[src/rtl/normalize_if.sv]
// normalize_if: bus between a product source and the normalize stage
//   in_valid     : prdt is valid this cycle
//   prdt         : 48-bit unsigned product of two 24-bit significands
//   out_valid    : adj_mantissa / norm_flag are valid this cycle
//   adj_mantissa : normalized fraction, hidden bit removed
//   norm_flag    : product was in [2,4), exponent must be incremented
interface normalize_if;
    logic        in_valid;
    logic [47:0] prdt;
    logic        out_valid;
    logic [22:0] adj_mantissa;
    logic        norm_flag;
    modport master (output in_valid, prdt, input out_valid, adj_mantissa, norm_flag);
    modport slave (input in_valid, prdt, output out_valid, adj_mantissa, norm_flag);
endinterface

[src/rtl/normalize.sv]
// normalize: one-cycle significand-product normalizer with truncation
//   clk : rising-edge clock
//   rst : asynchronous active-high reset
//   bus : normalize_if slave (in_valid/prdt in, out_valid/adj_mantissa/norm_flag out)
module normalize (
    input logic        clk,
    input logic        rst,
    normalize_if.slave bus
);
    logic        valid_q;
    logic        flag_q, flag_d;
    logic [22:0] mant_q, mant_d;
    logic [22:0] unused_lo;
    // Product in [2,4) has its leading one at bit 47 and needs a right shift;
    // otherwise the leading one is at bit 46 (or absent for zero/denormal).
    always_comb begin
        flag_d = bus.prdt[47];
        mant_d = flag_d ? bus.prdt[46:24] : bus.prdt[45:23];
    end
    assign unused_lo = bus.prdt[22:0];
    always_ff @(posedge clk or posedge rst) begin
        if (rst) begin
            valid_q <= 1'b0;
            flag_q  <= 1'b0;
            mant_q  <= 23'h0;
        end else begin
            valid_q <= bus.in_valid;
            if (bus.in_valid) begin
                flag_q <= flag_d;
                mant_q <= mant_d;
            end
        end
    end
    assign bus.out_valid    = valid_q;
    assign bus.norm_flag    = flag_q;
    assign bus.adj_mantissa = mant_q;
endmodule

[src/flat_wrapper.sv]
// flat-port wrapper written by rule: the top's interface ports become plain ports
module normalize_flat 
  (clk, rst, bus_in_valid, bus_prdt, bus_out_valid, bus_adj_mantissa, bus_norm_flag);
  normalize_if bus_i ();
  input logic clk;
  input logic rst;
  input wire logic [$bits(bus_i.in_valid)-1:0] bus_in_valid;
  input wire logic [$bits(bus_i.prdt)-1:0] bus_prdt;
  output wire logic [$bits(bus_i.out_valid)-1:0] bus_out_valid;
  output wire logic [$bits(bus_i.adj_mantissa)-1:0] bus_adj_mantissa;
  output wire logic [$bits(bus_i.norm_flag)-1:0] bus_norm_flag;
  assign bus_i.in_valid = bus_in_valid;
  assign bus_i.prdt = bus_prdt;
  assign bus_out_valid = bus_i.out_valid;
  assign bus_adj_mantissa = bus_i.adj_mantissa;
  assign bus_norm_flag = bus_i.norm_flag;
  normalize u_core (.clk(clk), .rst(rst), .bus(bus_i));
endmodule
[config.mk]
export PLATFORM = sky130hd
export DESIGN_NAME = normalize_flat
export DESIGN_NICKNAME = d
export VERILOG_FILES = /design/src/rtl/normalize_if.sv /design/src/rtl/normalize.sv /design/src/flat_wrapper.sv
export SDC_FILE = /design/constraint.sdc
export NUM_CORES = 1
export LEC_CHECK = 0
export CELL_PAD_IN_SITES_DETAIL_PLACEMENT = 1
export CELL_PAD_IN_SITES_GLOBAL_PLACEMENT = 1
export CORE_ASPECT_RATIO = 1.4
export CORE_MARGIN = 3
export CORE_UTILIZATION = 25
export CTS_CLUSTER_DIAMETER = 30
export CTS_CLUSTER_SIZE = 10
export DETAILED_ROUTE_END_ITERATION = 16
export PLACE_DENSITY_LB_ADDON = 0.12
export SYNTH_ARGS = -nofsm -noshare
export SYNTH_HDL_FRONTEND = slang
export SYNTH_SLANG_ARGS = --single-unit
[constraint.sdc]
create_clock -name clk -period 1.1 [get_ports clk]
set_clock_uncertainty 0.05 [all_clocks]
set_input_delay 0.165 -clock clk [delete_from_list [all_inputs] [get_ports clk]]
set_output_delay 0.165 -clock clk [all_outputs]
set_load 0.005 [all_outputs]
[Yosys cells after proc, flatten, opt, wreduce, memory -nomap -nowiden]
Index checks and enable logic that the tools add are counted.
Storage, ports and cells
  register bits after elaboration: 25
  output and inout port bits: 25
Cells by class
  multiplexer cells: 1
Operators with widths (count)
  $mux 23: 1

[Depth between registers and ports, before layout]
  depth in word-level cells: 1
  gate-level depth with buffers: 4
  depth with buffers taken out: 2

[Worst setup path before layout]
Ideal clock, no wire load.
  path type: input to register
  start: input bus_prdt[47]
  end: register u_core.flag_q, in the netlist u_core.bus.norm_flag
  path slack: 254 ps
  data arrival time: 672 ps
  stages: 3
  buffers on the path: 2
  data required time: 925 ps
  cells stage by stage: buf_6 -> buf_12 -> mux2_2
RTL lines
  start: declaration: line flat_wrapper.sv:8  | input wire logic [$bits(bus_i.prdt)-1:0] bus_prdt;
  end signal: assignment: line normalize.sv:29  | flag_q <= flag_d;
  end: declaration: line normalize.sv:11  | logic flag_q, flag_d;
No word-level cell between the ends.

[Worst setup path in the final report]
  start: register u_core.valid_q, in the netlist u_core.bus.out_valid
  end: output bus_out_valid
RTL lines
  start: declaration: line normalize.sv:10  | logic valid_q;
  start signal: assignment: line normalize.sv:27  | valid_q <= bus.in_valid;
  end: declaration: line flat_wrapper.sv:9  | output wire logic [$bits(bus_i.out_valid)-1:0] bus_out_valid;
No word-level cell between the ends.

==> results.toml <==
[synthesis]
synth.avg_cell_area_um2 = 11.1
synthCells = 104
syn_area_mm2 = 0.00115
yosysSeqAreaShare_pct = 54.4
yosysUniqueCellTypes = 11
ys_warn_count = 0
ys_seq_elements = 25
synthesis.nets = 155

[floorplan]
fp.dieW_um = 63.3
core_mm2 = 0.00434
io_pins = 76
initial_core_util_pct = 26.5
die_area_mm2 = 0.00546
die_y_um = 86.2
row_count = 28

[global_route]
grt_pass1_vias = 1074
overflow = 0
grt_antenna_before_repair = 0
grt_first_pass_wirelength_mm = 5.23
grt_use_total_pct = 12.1
grt_max_degree = 32

[worst_setup_path]
cp-end-kind = "output pin"
startpoint = "u_core.bus.out_valid"
cp_slowest_cell = "dfrtp_1"
critical_path_depth = 1
worstReg2RegEnd = "u_core.bus.adj_mantissa[15]"
cp_max_fo = 1
cp_cell_sequence = "clkdlybuf4s15_1"
crit_path_end = "bus_out_valid"
crit-reg2reg-launch = "u_core.bus.adj_mantissa[15]"
critPathArrivalTime_ns = 0.84
worstSetupStartpointType = "flip-flop"
crit_type = "reg -> out"
cpPeakStageDelay_ns = 0.37
worstPathRequired_ns = 0.88
worstRegToRegCells = 4
path_buf_inv = 1
rrSetupSlack_ns = 0.15
crit_family = "flip-flops"

[sta]
fin_crit_sh_pct = 96.0
rsz0062_at_grt = "false"
layout_min_cycle_time_ns = 1.06
worst_pin_slew_ns = 0.232
hold_viol_final = 0
setup_viol = 0
max_freq_ghz = 0.947
finalMaxSlewViolations = 0
slew_headroom_pct = 84.5

[final_layout]
fin_area_mm2 = 0.00180
area_delta_synth_final_pct = 56.3
fill_cells = 537
nets = 223
final_cell_mix = "clkdlybuf4s50_1 (26), dfrtp_1 (25), mux2i_1 (23), nor2_1 (23), a21oi_1 (23)"
final_cell_count_no_fill = 231
drive_above_1_share_pct = 27.5
layout_commonest_cell = "clkdlybuf4s50_1"
diodes = 0

[pwr]
p_leak_nw = 0.849
power_density_mw_per_mm2 = 1200
peakVddDrop_v = 0.000447

[place]
port_buffers = 52
dp_cells = 212
dpl.hpwl_mm = 2.17
place_area_mm2 = 0.00174
routabilityCongestion = 0.639

[detailed_routing]
drt-pass1-iter-count = 4
wl_per_cell_um = 14.5
via_count = 1017
first_iter_violations = 35
postRouteAntennaNets = 0
via_per_inst = 4.40
wirelength_mm = 3.35
drc = 0

[clocking]
clock_latency_ns = 0.27
cts.clk_slew.worst_paths_ns = 0.09
cts_num_sinks = 25
numCtsBuffers = 3
htreeDepth = 1
clk_path_buf_depth = 2
tritoncts = "built"
cts_root_buf = "clkbuf_8"

[min_path]
worstHoldPathType = "in -> async"

[status]
status = "completed"

[job]
maxCapViolations = 0
[metrics by stage]
step                worst slack [ns]  util (%)  TNS [ns]  total power [W]  hold WS, ns
floorplan                      0.254         -         0          0.00128        0.142
global placement              -0.265      39.9     -5.93          0.00162        0.456
detailed placement            -0.284      39.9     -6.25          0.00164        0.445
CTS                          -0.0219      41.0   -0.0219          0.00219        0.189
global route                 0.00397      41.4         0          0.00231        0.208
finish                        0.0441      41.4         0          0.00216        0.194
[kinds of logic (layout without fill, tap and decap cells)]
| kind of cell | Yosys count | in the layout | synth area share (%) |
|---|---|---|---|
| flops | 25 | 25 | 54.4 |
| mux | 24 | 24 | 21.0 |
| simple gates | 23 | 23 | 7.51 |
| buf+inv | 9 | 76 | 7.07 |
| compound gates | 23 | 23 | 10.0 |
[area by class of cell]
| type | instances | area (um2) | area share, % |
|---|---|---|---|
| Inverter | 1 | 3.75 | 0.209 |
| Tap cell | 60 | 75.1 | 4.18 |
| Multi-Input combinational cell | 70 | 443 | 24.7 |
| Sequential cell | 25 | 626 | 34.8 |
| Clock buffer | 4 | 45.0 | 2.51 |
| Timing Repair Buffer | 71 | 604 | 33.6 |
[registers in the layout, indices dropped and copies added (netlist names)]
signal / cells
u_core.bus.adj_mantissa: 23
u_core.bus.out_valid: 1
u_core.bus.norm_flag: 1
[synth_stat cells]
cell type | n | area (um2)
buf_6 | 1 | 11.3
a21oi_1 | 23 | 115
mux2_2 | 1 | 11.3
inv_1 | 1 | 3.75
buf_12 | 2 | 40.0
buf_2 | 3 | 15.0
mux2i_1 | 23 | 230
dfrtp_1 | 25 | 626
nor2_1 | 23 | 86.3
buf_4 | 1 | 7.51
clkbuf_1 | 1 | 3.75
[power by group]
part	internal [W]	switching [W]
Clock	0.000259	0.000295
Sequential	0.00101	0.0000500
Combinational	0.000322	0.000224
[how the worst min path moves through the flow]
stage                             endpoint  slack (ns)  depth (start not counted)
4_1_cts               u_core.bus.out_valid        0.19                          3
3_5_place_dp          u_core.bus.norm_flag        0.44                          1
3_3_place_gp   u_core.bus.adj_mantissa[20]        0.46                          2
2_1_floorplan   u_core.bus.adj_mantissa[0]        0.14                          1
6_report              u_core.bus.out_valid        0.19                          3
5_1_grt               u_core.bus.out_valid        0.21                          3
[per-layer routing]
layer / GRT usage, % / share of wire, %
met1: 14.0 / 43
met2: 21.3 / 50
met3: 2.46 / 5.4
met4: 5.89 / 1.7
met5: 0 / 0
[timing repair]
item                       in CTS  in global routing
gates cloned                    0                  1
setup endpoints to repair      25                 32
hold buffers                    0                  0
pin swaps                       0                  0
gates resized for setup        70                 16
setup buffers                   7                  7
Note: power is estimated with default switching activity, not from simulation.
